===== src/rtl/fp_mul_pkg.sv =====
// Shared types and FP32 bit patterns for the multiplier issue/collect stage.
package fp_mul_pkg;

   typedef enum logic [1:0] {
      IDLE,
      ISSUE,
      WAIT,
      HOLD
   } issue_state_t;

   typedef struct packed {
      logic [31:0] a;
      logic [31:0] b;
   } fp_pair_t;

   localparam logic [31:0] FP32_QNAN = 32'h7FC0_0000;
   localparam logic [31:0] FP32_PINF = 32'h7F80_0000;
   localparam logic [31:0] FP32_NINF = 32'hFF80_0000;
   localparam logic [31:0] FP32_ONE  = 32'h3F80_0000;

endpackage


===== src/rtl/fp_operand_fifo.sv =====
// Small power-of-two FIFO of operand pairs; head is always visible on o_head.
module fp_operand_fifo
   import fp_mul_pkg::*;
#(
   parameter int DEPTH = 4
) (
   input  logic                   clk,
   input  logic                   reset,
   input  logic                   i_push,
   input  fp_pair_t               i_data,
   input  logic                   i_pop,
   output fp_pair_t               o_head,
   output logic                   o_full,
   output logic                   o_empty,
   output logic [$clog2(DEPTH):0] o_count
);
   localparam int AW = $clog2(DEPTH);
   localparam logic [AW:0] FULL_COUNT = DEPTH[AW:0];

   fp_pair_t        r_mem [DEPTH];
   logic [AW-1:0]   r_wr_ptr;
   logic [AW-1:0]   r_rd_ptr;
   logic [AW:0]     r_count;
   logic            w_push;
   logic            w_pop;

   assign o_full  = (r_count == FULL_COUNT);
   assign o_empty = (r_count == '0);
   assign o_count = r_count;
   assign o_head  = r_mem[r_rd_ptr];
   assign w_push  = i_push && !o_full;
   assign w_pop   = i_pop && !o_empty;

   // NOTE: payload storage has no reset; occupancy lives in the pointers, so stale words are never read.
   always_ff @(posedge clk) begin
      if (w_push) r_mem[r_wr_ptr] <= i_data;
   end

   // NOTE: non-blocking updates so pointers and count all see pre-edge values.
   always_ff @(posedge clk or negedge reset) begin
      if (!reset) begin
         r_wr_ptr <= '0;
         r_rd_ptr <= '0;
         r_count  <= '0;
      end else begin
         if (w_push) r_wr_ptr <= r_wr_ptr + 1'b1;
         if (w_pop)  r_rd_ptr <= r_rd_ptr + 1'b1;
         case ({w_push, w_pop})
            2'b10:   r_count <= r_count + 1'b1;
            2'b01:   r_count <= r_count - 1'b1;
            default: r_count <= r_count;
         endcase
      end
   end

endmodule


===== src/rtl/fp_mul_issue_ctrl.sv =====
// Issue/collect controller around the FP32 multiplier: queues operand pairs, issues one op at a
// time, captures the result on armed Ready or timeout, and presents results in order.
module fp_mul_issue_ctrl
   import fp_mul_pkg::*;
#(
   parameter int DEPTH   = 4,
   parameter int TIMEOUT = 64
) (
   input  logic                   clk,
   input  logic                   reset,
   input  logic                   in_valid,
   output logic                   in_ready,
   input  logic [31:0]            in_a,
   input  logic [31:0]            in_b,
   output logic                   out_valid,
   input  logic                   out_ready,
   output logic [31:0]            out_result,
   output logic                   out_nan,
   output logic                   out_timeout,
   output logic                   mul_en,
   output logic [31:0]            mul_a,
   output logic [31:0]            mul_b,
   input  logic [31:0]            mul_result,
   input  logic                   mul_ready,
   input  logic                   mul_nan,
   output logic                   busy,
   output logic [$clog2(DEPTH):0] count
);
   localparam int TW = $clog2(TIMEOUT);
   localparam logic [TW-1:0] TIMER_LAST = TW'(TIMEOUT - 1);

   issue_state_t  r_state;
   issue_state_t  w_next_state;
   logic [TW-1:0] r_timer;
   logic          r_arm;
   logic [31:0]   r_mul_a;
   logic [31:0]   r_mul_b;
   logic          r_out_valid;
   logic [31:0]   r_out_result;
   logic          r_out_nan;
   logic          r_out_timeout;
   logic          w_pop;
   logic          w_capture;
   logic          w_ready_hit;
   logic          w_full;
   logic          w_empty;
   fp_pair_t      w_head;
   fp_pair_t      w_in_pair;

   assign w_in_pair = '{a: in_a, b: in_b};

   fp_operand_fifo #(.DEPTH(DEPTH)) u_fifo (
      .clk     (clk),
      .reset   (reset),
      .i_push  (in_valid && in_ready),
      .i_data  (w_in_pair),
      .i_pop   (w_pop),
      .o_head  (w_head),
      .o_full  (w_full),
      .o_empty (w_empty),
      .o_count (count)
   );

   assign in_ready    = !w_full;
   assign mul_en      = (r_state == ISSUE);
   assign busy        = (r_state != IDLE);
   assign mul_a       = r_mul_a;
   assign mul_b       = r_mul_b;
   assign out_valid   = r_out_valid;
   assign out_result  = r_out_result;
   assign out_nan     = r_out_nan;
   assign out_timeout = r_out_timeout;

   always_ff @(posedge clk or negedge reset) begin
      if (!reset) r_state <= IDLE;
      else        r_state <= w_next_state;
   end

   // NOTE: every output of this block gets a default first, so no path can infer a latch.
   always_comb begin
      w_next_state = r_state;
      w_pop        = 1'b0;
      w_capture    = 1'b0;
      w_ready_hit  = 1'b0;
      case (r_state)
         IDLE: begin
            if (!w_empty && !r_out_valid) begin
               w_pop        = 1'b1;
               w_next_state = ISSUE;
            end
         end
         ISSUE: w_next_state = WAIT;
         WAIT: begin
            // Ready only counts once it has been seen low since issue, so a held level is not taken.
            w_ready_hit = r_arm && mul_ready;
            if (w_ready_hit || (r_timer == TIMER_LAST)) begin
               w_capture    = 1'b1;
               w_next_state = HOLD;
            end
         end
         HOLD: begin
            if (out_ready) begin
               if (!w_empty) begin
                  w_pop        = 1'b1;
                  w_next_state = ISSUE;
               end else begin
                  w_next_state = IDLE;
               end
            end
         end
         default: w_next_state = IDLE;
      endcase
   end

   always_ff @(posedge clk or negedge reset) begin
      if (!reset) begin
         r_timer       <= '0;
         r_arm         <= 1'b0;
         r_mul_a       <= '0;
         r_mul_b       <= '0;
         r_out_valid   <= 1'b0;
         r_out_result  <= '0;
         r_out_nan     <= 1'b0;
         r_out_timeout <= 1'b0;
      end else begin
         if (w_pop) begin
            r_mul_a <= w_head.a;
            r_mul_b <= w_head.b;
            r_timer <= '0;
            r_arm   <= 1'b0;
         end else if (r_state == WAIT) begin
            r_timer <= r_timer + 1'b1;
            if (!mul_ready) r_arm <= 1'b1;
         end

         if (w_capture) begin
            r_out_result  <= mul_result;
            r_out_nan     <= mul_nan;
            r_out_timeout <= !w_ready_hit;
            r_out_valid   <= 1'b1;
         end else if ((r_state == HOLD) && out_ready) begin
            r_out_valid <= 1'b0;
         end
      end
   end

endmodule


===== config.mk =====
export PLATFORM = sky130hd
export DESIGN_NAME = fp_mul_issue_ctrl
export DESIGN_NICKNAME = d
export VERILOG_FILES = /design/src/rtl/fp_mul_pkg.sv /design/src/rtl/fp_operand_fifo.sv /design/src/rtl/fp_mul_issue_ctrl.sv
export SDC_FILE = /design/constraint.sdc
export NUM_CORES = 1
export LEC_CHECK = 0
export BUFFER_PORTS_ARGS = -buffer_cell sky130_fd_sc_hd__buf_2
export CORE_UTILIZATION = 29
export CTS_CLUSTER_SIZE = 40
export DETAILED_ROUTE_END_ITERATION = 12
export GPL_TIMING_DRIVEN = 0
export PLACE_DENSITY = 0.52
export REMOVE_ABC_BUFFERS = 1
export SETUP_SLACK_MARGIN = 0.5
export SLEW_MARGIN = 20
export SYNTH_ARGS = -nofsm -noshare
export SYNTH_HDL_FRONTEND = slang
export SYNTH_HIERARCHICAL = 1
export SYNTH_SLANG_ARGS = --single-unit

===== constraint.sdc =====
create_clock -name clk -period 3.7 [get_ports clk]
set_input_delay 0.74 -clock clk [delete_from_list [all_inputs] [get_ports clk]]
set_output_delay 0.74 -clock clk [all_outputs]
set_load 0.02 [all_outputs]

After elaboration in Yosys (flattened, before gate mapping) --
Memory sizes are Yosys's and may differ from the RTL's. A register that Yosys moved wholly into a read port is not among the register bits. Index checks and enable logic that the tools add are counted.
Storage, ports and cells: register bits 51, bits in writable memories 256, bits of input ports 102, output and inout port bits 105, word-level logic and storage cells 69, memories kept 1
Memories:
- u_fifo.r_mem | depth 4, width 64, read ports 1, clocked after memory_dff 1, wr ports 1, line fp_operand_fifo.sv:20 | fp_pair_t r_mem [DEPTH];
Cells by class: add/subtract/negate cells 5, equality and inequality tests 11, multiplexer cells 22, reduce and logical (&&, ||, !) cells 20
Operators by type and width (number):
- $mux W1 | 14
- $mux W6 | 2
- $pmux W2 S4 | 1
- $reduce_bool A2 Y1 | 4
- $add A6 B1 Y6 const B | 1
- $eq A2 B2 Y1 const B | 3
- $eq A6 B6 Y1 const B | 1
- $logic_and A1 B1 Y1 | 6
- $mux W2 | 3
- $ne A2 B2 Y1 const B | 3
- $pmux W3 S2 | 1
- $logic_not A1 Y1 | 5
- $add A2 B1 Y2 const B | 2
- $eq A2 B1 Y1 const B | 2
- $add A3 B1 Y3 const B | 1
- $eq A3 B3 Y1 const B | 1
- $logic_not A3 Y1 | 1
- $reduce_and A3 Y1 | 1
- $sub A3 B1 Y3 const B | 1
- $logic_not A2 Y1 | 1
- $ne A2 B1 Y1 const B | 1
- $pmux W1 S2 | 1
- $reduce_and A2 Y1 | 1
- $logic_or A1 B1 Y1 | 1

Depth between registers and ports, before layout --
Gate-level depths: netlist (run 1).
depth in word-level cells 8, depth in mapped cells 12, mapped depth without buffers 11

By module --
Netlist (run 1), hierarchy kept.
By module, submodules not included:
- fp_operand_fifo | times used 1, cells each 371, area each 9655.5 um^2, sequential area each 7862.5 um^2
- fp_mul_issue_ctrl | times used 1, cells each 268, area each 4249.1 um^2, sequential area each 2702.6 um^2

Least setup slack after synthesis (run 1) --
OpenSTA, ideal clock, no wires.
path kind in2reg, from in in_valid, to mem u_fifo/r_mem[0][0] in the netlist's numbering (enable), setup time 429 ps, arrival 2628 ps, required time 3271 ps, slack 643 ps, stages 3, path buffers 0, cells stage by stage nor2b_1 -> nor2b_2 -> and2_1
Between the ends: word-level cells in the longest chain between the ends 4
Ends and longest elaborated chain:
- start, declared | line fp_mul_issue_ctrl.sv:11 | input logic in_valid,
- $logic_and A1 B1 Y1 | line fp_mul_issue_ctrl.sv:55 | .i_push (in_valid && in_ready),
- $logic_and A1 B1 Y1 | line fp_operand_fifo.sv:31 | assign w_push = i_push && !o_full;
- $mux W1 | line fp_operand_fifo.sv:36 | if (w_push) r_mem[r_wr_ptr] <= i_data;
- $mux W1 (implied by the code) | line fp_operand_fifo.sv:36
- end, declared | line fp_operand_fifo.sv:20
Every way passes these cells.

Worst setup path in the final report (run 1) --
from reg r_state[0], to reg u_fifo.r_count[2], in the netlist u_fifo/o_count[2]
Between the ends: word-level cells in the longest chain between the ends 5, elaborated cells on any way between the ends 8, those cells by class eq/ne (3); mux (2); reduce/logical (3)
Ends and longest elaborated chain:
- start, declared | line fp_mul_issue_ctrl.sv:32 | issue_state_t r_state;
- start signal, assigned | line fp_mul_issue_ctrl.sv:76 | else r_state <= w_next_state;
- $eq A2 B2 Y1 / $logic_not A2 Y1 (equally long branches) | line fp_mul_issue_ctrl.sv:85 | case (r_state)
- $pmux W1 S2 * | line fp_mul_issue_ctrl.sv:85
- $logic_and A1 B1 Y1 * | line fp_operand_fifo.sv:32 | assign w_pop = i_pop && !o_empty;
- net u_fifo.w_pop | line fp_operand_fifo.sv:25 | logic w_pop;
- $eq A2 B1 Y1 / $eq A2 B2 Y1 (equally long branches) | line fp_operand_fifo.sv:48 | case ({w_push, w_pop})
- $pmux W3 S2 / $reduce_bool A2 Y1 (equally long branches)
- end signal, assigned | line fp_operand_fifo.sv:49 | 2'b10: r_count <= r_count + 1'b1;
- end signal, assigned | line fp_operand_fifo.sv:50 | 2'b01: r_count <= r_count - 1'b1;
- end signal, assigned | line fp_operand_fifo.sv:51 | default: r_count <= r_count;
- end, declared | line fp_operand_fifo.sv:23 | logic [AW:0] r_count;
The timed path passes the listed nets; every way through them passes the cells marked *. A chain may end at the register's enable or synchronous reset.

==> impl_metrics.yaml, run 1 <==
outcome:
  status: "finished, final reports clean"
route:
  drt_iter0_markers: 245
  vias: 6686
  finalWirelength_um: 28490
  drtPass1Iterations: 4
  drc: 0
  ant_nets: 0
  wire_per_inst_um: 18.70
  vias_per_cell: 4.390
placed_design:
  dp.cells: 1444
  hpwl_um: 17740
  placed_area_um2: 15870
  place_congestion: 0.6775
  post-place-ws_ns: 0.7991
  port_buffers: 206
die:
  io_pins: 207
  start_util: 0.2961
  die_h_um: 221.0
  die_area_um2: 48830
  std_cell_rows: 79
  fp.dieW_um: 221.0
  core_area_um2: 46950
layout:
  stdcell_area_um2: 17410
  fillers: 4350
  final_util: 0.3707
  diodes: 0
  synthToLayoutAreaGrowth_pct: 25.18
  instances_no_fill: 1523
  final_nets: 996
  drive_gt1_frac: 0.5022
timing:
  fin_crit_ns: 2.854
  fin_tns_setup_ns: 0
  hold_ws_ns: 0.1165
  tightestPinTransition_ns: 0.6013
  fmax_mhz: 350.4
  fin_skew_ns: 0.01348
  grt_setup_unrepaired: "false"
  hold_violations: 0
  layout_setup_ws_ns: 0.8459
  relSlewSlack: 0.5992
  setup_violations: 0
  min_period_over_period: 0.7714
  slew_viol_final: 0
yosys:
  ys_ff_latch: 371
  postSynthCellCount: 639
  synth_edf_count: 256
  synthArstFlopShare: 0.3100
  synthFlopType: "edfxtp_1"
  ys_seq_area_frac: 0.7598
  avgSynthCellArea_um2: 21.76
  yosys_warnings: 6
  synth.distinct_cells: 34
  syn_area_um2: 13900
global_route:
  antenna_found_initial: 1
  overflow: 0
  grt_usage: 0.1197
  grt_pass1_wl_um: 44310
  grt_max_degree: 59
  first_global_vias: 7283
worst_setup_path:
  worstPathMaxFanout: 7
  cp_cell_sequence: "inv_1 -> ha_1 -> nand2b_4 -> a211oi_4 -> o31a_1 -> ha_1 -> inv_1 -> fa_1 -> xor2_1 -> nor2_1 -> xor2_1"
  crit_start: "r_state[0]$_DFFE_PN0P_"
  endpoint_kind: "flop"
  r2r_end: "u_fifo/o_count[2]$_DFFE_PN0P_"
  critPathCapture: "u_fifo/o_count[2]$_DFFE_PN0P_"
  slowest_stage: "a211oi_4"
  worst_r2r_path_depth: 11
  max_stage_delay_ns: 0.54
  worstReg2RegStart: "r_state[0]$_DFFE_PN0P_"
  start_kind: "flop"
  worstPathRequired_ns: 4.17
  crit_arrival_ns: 3.32
  regToRegSetupSlack_ns: 0.85
  crit_type: "reg2reg"
pwr:
  p_leak_nw: 6.533
  p_total_mw: 15.78
  vdd_ir_drop_max_mv: 0.4183
  p_per_area_nw_per_um2: 906.4
worst_hold_path:
  worst_hold_path_type: "in2async"
clocking:
  cts_buffers: 43
  cts_resized: 0
  clock_path_buffers: 3
  cts_max_level: 2
  cts_setup_buffers: 0
  cts_tree: "built"
  insertion_delay_ns: 0.55
  cts_sinks: 371
  cts_hold_buf: 0
  root_buffer: "clkbuf_16"
  clk_pin_slew_ns: 0.06
job:
  cap_violations: 0
-- cell usage after synthesis, types with 2 or more instances --
cell type / number / area [µm²]
buf_2: 10 / 50.05
mux2_1: 6 / 67.56
buf_4: 2 / 15.01
xor2_1: 6 / 52.55
edfxtp_1: 256 / 7687
mux2i_1: 2 / 20.02
xnor2_1: 4 / 35.03
nor2_1: 8 / 30.03
nand4_1: 2 / 12.51
nand2_1: 8 / 30.03
mux2_2: 94 / 1059
o21ai_0: 2 / 10.01
mux4_2: 64 / 1441
ha_1: 11 / 137.6
dfrtp_1: 115 / 2878
and2_1: 5 / 31.28
a21oi_1: 5 / 25.02
buf_6: 12 / 135.1
inv_1: 12 / 45.04
-- layer usage --
layer / share of wire / GRT usage
met5: 0.00046 / 0
met4: 0.028 / 0.04715
met3: 0.070 / 0.04103
met2: 0.45 / 0.1833
met1: 0.45 / 0.1560
-- sequential cells by signal, indices dropped and copies added, names as in the netlist, 2 cells and up --
name and count:
u_fifo/r_mem 256, r_state 2, out_result 32, mul_b 32, mul_a 32, u_fifo/r_rd_ptr 2
r_timer 6, u_fifo/r_wr_ptr 2, u_fifo/o_count 3
-- report_power, final --
group          leakage [nW]  internal (mW)  switching (mW)
Combinational          2.08           2.34            2.59
Clock                 0.740           2.84            1.66
Sequential             3.71           5.75           0.594
Total                  6.53           10.9            4.85
-- worst min-delay path by stage --
stage / from / to / slack (ns) / cells after the start
after floorplan: reset / mul_a[0]$_DFFE_PN0P_ / 0.44 / 0
after detailed placement: mul_a[12]$_DFFE_PN0P_ / mul_a[12]$_DFFE_PN0P_ / 0.47 / 1
final: reset / out_result[29]$_DFFE_PN0P_ / 0.12 / 1
after global placement: mul_a[11]$_DFFE_PN0P_ / mul_a[11]$_DFFE_PN0P_ / 0.47 / 1
after CTS: reset / out_result[29]$_DFFE_PN0P_ / 0.10 / 1
after global routing: reset / out_result[29]$_DFFE_PN0P_ / 0.13 / 1
-- layout make-up --
| cell class | instances | area, µm² | area share |
|---|---|---|---|
| Sequential cell | 371 | 10570 | 0.6074 |
| Multi-Input combinational cell | 231 | 3108 | 0.1786 |
| Inverter | 12 | 45.04 | 0.002588 |
| Clock inverter | 19 | 290.3 | 0.01668 |
| Timing Repair Buffer | 223 | 1388 | 0.07972 |
| Tap cell | 607 | 759.5 | 0.04363 |
| Clock buffer | 60 | 1242 | 0.07138 |
-- worst max-delay path, delay by kind of cell, from the launching register on --
kind / cells / cell delay, ns
buffers and inverters: 2 / 0.21
and+or+nand+nor: 2 / 0.18
AOI/OAI and AO/OA: 2 / 0.84
xor gates and xnor gates: 2 / 0.30
DFF: 1 / 0.43
adders and majority gates: 3 / 0.83
-- logic make-up after synthesis --
group | count (synthesis) | synth area share
buf+inv | 37 | 0.01791
compound gates | 11 | 0.005939
simple gates | 32 | 0.01260
mux | 166 | 0.1861
fa+ha+maj | 12 | 0.01134
xor+xnor | 10 | 0.006299
flops | 371 | 0.7598
-- cells in the final DEF, fill, tap and decap left out, types with 8 or more instances in the layout --
cell type,Yosys,routed
buf_2,10,205
clkbuf_1,1,9
clkbuf_16,0,45
dfrtp_1,115,113
edfxtp_1,256,256
ha_1,11,11
inv_1,12,12
mux2_2,94,94
mux4_2,64,64
nand2_1,8,8
nor2_1,8,8
Power figures use the tool's default switching activity.
==> run 2, diff against run 1 <==
--- a/config.mk
+++ b/config.mk
@@ -10,7 +10,7 @@
 export CTS_CLUSTER_SIZE = 40
 export DETAILED_ROUTE_END_ITERATION = 12
 export GPL_TIMING_DRIVEN = 0
-export PLACE_DENSITY = 0.52
+export PLACE_DENSITY = 0.54
 export REMOVE_ABC_BUFFERS = 1
 export SETUP_SLACK_MARGIN = 0.5
 export SLEW_MARGIN = 20
==> constraint.sdc (replaced) <==
create_clock -name clk -period 2.35 [get_ports clk]
set_input_delay 0.47 -clock clk [delete_from_list [all_inputs] [get_ports clk]]
set_output_delay 0.47 -clock clk [all_outputs]
set_load 0.02 [all_outputs]
==> impl_metrics.yaml, run 2 (synthesis gave the netlist of run 1 again) <==
global_route:
  grt_pass1_wl_um: 48670
  grt_max_degree: 83
  overflow: 0
  first_global_vias: 7500
  grt_usage: 0.1356
  antenna_found_initial: 3
timing:
  min_period_over_period: 1.003
  slew_viol_final: 0
  grt_setup_unrepaired: "true"
  hold_violations: 0
  relSlewSlack: 0.6463
  tightestPinTransition_ns: 0.5305
  fin_crit_ns: 2.356
  layout_setup_ws_ns: -0.006082
  fin_tns_setup_ns: -0.006082
  fin_skew_ns: 0.02334
  setup_violations: 1
  fmax_mhz: 424.4
clocking:
  cts_tree: "built"
  cts_max_level: 2
  insertion_delay_ns: 0.56
  cts_sinks: 371
  clock_path_buffers: 3
  clk_pin_slew_ns: 0.06
  root_buffer: "clkbuf_16"
  cts_buffers: 43
worst_setup_path:
  start_kind: "flop"
  crit_arrival_ns: 2.82
  crit_type: "reg2reg"
  worstPathMaxFanout: 3
  worstPathRequired_ns: 2.82
  endpoint_kind: "flop"
outcome:
  violations: "negative setup slack"
  status: "finished, violations left"
route:
  finalWirelength_um: 34000
  wire_per_inst_um: 21.12
  drtPass1Iterations: 4
  drc: 0
  vias_per_cell: 4.444
  vias: 7155
  ant_nets: 0
  drt_iter0_markers: 252
placed_design:
  place_congestion: 0.6722
  hpwl_um: 17610
  post-place-ws_ns: -0.7692
  placed_area_um2: 15850
  port_buffers: 206
die:
  core_area_um2: 46950
  std_cell_rows: 79
  die_area_um2: 48830
  start_util: 0.2961
  io_pins: 207
  fp.dieW_um: 221.0
  die_h_um: 221.0
layout:
  final_nets: 1083
  mostFrequentLayoutCells: "edfxtp_1, buf_2, dfrtp_1"
  synthToLayoutAreaGrowth_pct: 35.08
  largest-register: "u_fifo/r_mem"
  stdcell_area_um2: 18780
  largest_register_ffs: 256
  final_common_cell: "edfxtp_1"
  drive_gt1_frac: 0.5629
pwr:
  p_leak_nw: 7.238
  p_per_area_nw_per_um2: 1450
  vdd_ir_drop_max_mv: 0.7892
  p_total_mw: 27.24
job:
  cap_violations: 0
worst_hold_path:
  worst_hold_path_type: "in2reg"
## run 2: changes by cell type in the layout (fill, tap and decap cells not counted), moves of 6 or more
cell | previous run | this run
buf_4 | 0 | 33
mux2_4 | 0 | 43
buf_6 | 3 | 19
buf_12 | 3 | 28
buf_16 | 7 | 13
mux2_2 | 94 | 55
## run 2: area by class of cell
class                      count  area (µm²)
antenna                        1       2.502
clock buffer                  59        1196
clock inverter                19       180.2
fill                        4227       28170
inverter                      12       45.04
multi-input combinational    235        3388
sequential                   371       10580
tap                          607       759.5
timing repair buffer         306        2634
## run 2: worst paths after layout
path | start | depth (start not counted) | slack [ns] | to
setup reg to reg | r_state[0]$_DFFE_PN0P_ | 12 | -0.006 | u_fifo/o_count[2]$_DFFE_PN0P_
max in group asynchronous | reset | 3 | 1.14 | mul_a[18]$_DFFE_PN0P_
hold / removal | in_b[26] | 1 | 0.12 | u_fifo/r_mem[3][26]$_DFFE_PP_
hold reg to reg | mul_b[29]$_DFFE_PN0P_ | 1 | 0.48 | mul_b[29]$_DFFE_PN0P_
setup / recovery | r_state[0]$_DFFE_PN0P_ | 12 | -0.006 | u_fifo/o_count[2]$_DFFE_PN0P_
min in group asynchronous | reset | 2 | 0.39 | out_result[22]$_DFFE_PN0P_
## run 2: per-layer routing
layer | vias to the layer above | track usage | routed length (µm)
met5 | - | 0 | 18
met4 | 4 | 0.05008 | 915
met3 | 66 | 0.04156 | 2323
met2 | 212 | 0.2200 | 16140
met1 | 3671 | 0.1706 | 14610
li1 | 3202 | - | -
## run 2: worst max-delay path, cell delays in order (launching register included)
cell and delay [ns]:
dfrtp_2 0.44, inv_2 0.10, ha_4 0.16, nand2b_4 0.06, a211oi_4 0.25, buf_6 0.14
o31a_1 0.18, ha_4 0.15, inv_2 0.03, fa_2 0.32, xor2_1 0.15, nor2_1 0.14
xor2_1 0.15
## run 2: what timing repair did
action,in CTS,in global routing
resized for setup,14,94
gates cloned,10,6
hold endpoints to repair,33,0
endpoints found under the setup margin,356,300
hold buffers,1,0
pin swaps,8,2
buffers inserted,31,40
## run 2: through the flow
step | std cells | hold slack [ns] | util
2_1_floorplan | 614 | 0.1744 | -
3_3_place_gp | 1427 | 0.4634 | 0.3299
3_5_place_dp | 1443 | 0.3786 | 0.3376
4_1_cts | 1563 | 0.06492 | 0.3796
5_1_grt | 1609 | 0.08880 | 0.4000
6_report | 1610 | 0.1174 | 0.4000
## run 2: report_power, final
part           leakage, nW  switching, mW  total, mW  internal (mW)
sequential            3.71          0.822       9.88           9.06
combinational         2.86           5.07       10.9           5.78
clock                0.671           2.69       6.51           3.81
total                 7.24           8.59       27.2           18.6
==> run 3, diff against run 2 <==
--- a/config.mk
+++ b/config.mk
@@ -13,6 +13,7 @@
 export PLACE_DENSITY = 0.54
 export REMOVE_ABC_BUFFERS = 1
 export SETUP_SLACK_MARGIN = 0.5
+export SKIP_CTS_REPAIR_TIMING = 1
 export SLEW_MARGIN = 20
 export SYNTH_ARGS = -nofsm -noshare
 export SYNTH_HDL_FRONTEND = slang
==> impl_metrics.yaml, run 3 (synthesis gave the netlist of run 1 again) <==
outcome:
  status: "finished, violations left"
  violations: "negative setup slack"
placed_design:
  post-place-ws_ns: -0.7692
  hpwl_um: 17610
  port_buffers: 206
  dp.cells: 1443
  place_congestion: 0.6722
layout:
  mostFrequentLayoutCells: "edfxtp_1, buf_2, dfrtp_1"
  instances_no_fill: 1588
  final_common_cell: "edfxtp_1"
  largest-register: "u_fifo/r_mem"
  synthToLayoutAreaGrowth_pct: 32.21
  final_nets: 1062
  drive_gt1_frac: 0.5494
  diodes: 0
  largest_register_ffs: 256
worst_setup_path:
  crit_type: "reg2reg"
  cp_cell_sequence: "inv_4 -> ha_4 -> nand2b_4 -> a211oi_4 -> buf_6 -> o31a_1 -> ha_4 -> inv_2 -> fa_2 -> xor2_1 -> nor2_1 -> xor2_1"
  worstPathMaxFanout: 5
  critPathTopFamily: "adder cells"
  worstPathRequired_ns: 2.81
  cp_num_buf_inv: 3
  slowest_stage: "dfrtp_2"
  max_stage_delay_ns: 0.46
  endpoint_kind: "flop"
  start_kind: "flop"
  crit_arrival_ns: 2.85
clocking:
  cts_max_level: 2
  clk_pin_slew_ns: 0.06
  root_buffer: "clkbuf_16"
  cts_sinks: 371
  cts_buffers: 43
  clock_path_buffers: 3
  cts_tree: "built"
  insertion_delay_ns: 0.56
global_route:
  grt_pass1_wl_um: 43760
  grt_usage: 0.1178
  first_global_vias: 7253
  grt_max_degree: 83
  antenna_found_initial: 3
  overflow: 0
die:
  start_util: 0.2961
  core_area_um2: 46950
  die_area_um2: 48830
  fp.dieW_um: 221.0
  io_pins: 207
  die_h_um: 221.0
  std_cell_rows: 79
timing:
  min_period_over_period: 1.014
  setup_violations: 1
  slew_viol_final: 0
  layout_setup_ws_ns: -0.03248
  relSlewSlack: 0.6349
  hold_violations: 0
  fin_skew_ns: 0.02448
  grt_setup_unrepaired: "true"
  tightestPinTransition_ns: 0.5476
  fmax_mhz: 419.7
  fin_crit_ns: 2.382
route:
  wire_per_inst_um: 21.38
  ant_nets: 0
  finalWirelength_um: 33960
  vias: 7014
  drt_iter0_markers: 266
  drc: 0
  drtPass1Iterations: 4
  vias_per_cell: 4.417
worst_hold_path:
  worst_hold_path_type: "in2reg"
pwr:
  p_leak_nw: 7.050
  p_per_area_nw_per_um2: 1448
  vdd_ir_drop_max_mv: 0.7990
job:
  cap_violations: 0
[run 3: cell count changes in the layout (fill, tap and decap cells not counted), sizes merged]
cell / change
clkbuf: +6
bufbuf: -3
buf: -24
diode: -1
[run 3: area by class of cell]
cell class,count,area [µm²]
fillers,4253,28570
repair buffers,285,2278
flip-flops and latches,371,10580
well taps,607,759.5
inverters,12,50.05
clock inverters,19,180.2
clock buffers,59,1196
multi-input cells,235,3343
[run 3: worst paths after layout]
| check | depth (start not counted) | to | from | slack [ns] |
|---|---|---|---|---|
| worst max-delay path | 12 | u_fifo/o_count[2]$_DFFE_PN0P_ | r_state[0]$_DFFE_PN0P_ | -0.03 |
| worst min-delay path | 1 | u_fifo/r_mem[3][31]$_DFFE_PP_ | in_b[31] | 0.12 |
| worst max register to register | 12 | u_fifo/o_count[2]$_DFFE_PN0P_ | r_state[0]$_DFFE_PN0P_ | -0.03 |
| worst min register to register | 1 | mul_a[11]$_DFFE_PN0P_ | mul_a[11]$_DFFE_PN0P_ | 0.48 |
| max in group asynchronous | 3 | mul_a[18]$_DFFE_PN0P_ | reset | 1.14 |
| min in group asynchronous | 2 | out_nan$_DFFE_PN0P_ | reset | 0.40 |
[run 3: per-layer routing]
layer  wire length, µm  GRT usage
met1             15280     0.1467
met4               785    0.04670
met5                34          0
met2             15900     0.1896
met3              1955    0.03864
[run 3: per-stage QoR]
| step | power (mW) | setup TNS [ns] | area [µm²] | hold slack (ns) | utilization |
|---|---|---|---|---|---|
| final | 26.62 | -0.03248 | 18380 | 0.1195 | 0.3915 |
| after global placement | 17.08 | -926.56 | 15490 | 0.4634 | 0.3299 |
| after global routing | 28.05 | -0.1276 | 18380 | 0.08472 | 0.3915 |
| after floorplan | 15.19 | -259.37 | 13700 | 0.1744 | - |
| after CTS | 24.68 | -6.888 | 17230 | -0.2270 | 0.3670 |
| after detailed placement | 18.05 | -6.634 | 15850 | 0.3786 | 0.3376 |
[run 3: worst register-to-register path: cells and delay by family, from the launching register on]
| family | cells | cell delay (ns) |
|---|---|---|
| buffers and inverters | 3 | 0.27 |
| flip-flops | 1 | 0.46 |
| adder cells (fa/ha/maj) | 3 | 0.62 |
| XOR/XNOR | 2 | 0.30 |
| AND/OR/NAND/NOR | 2 | 0.21 |
| AO/OA/AOI/OAI | 2 | 0.45 |
[run 3: power by group]
part / switching, mW / internal, mW
Clock: 2.68 / 3.81
Sequential: 0.831 / 9.06
Combinational: 4.96 / 5.29
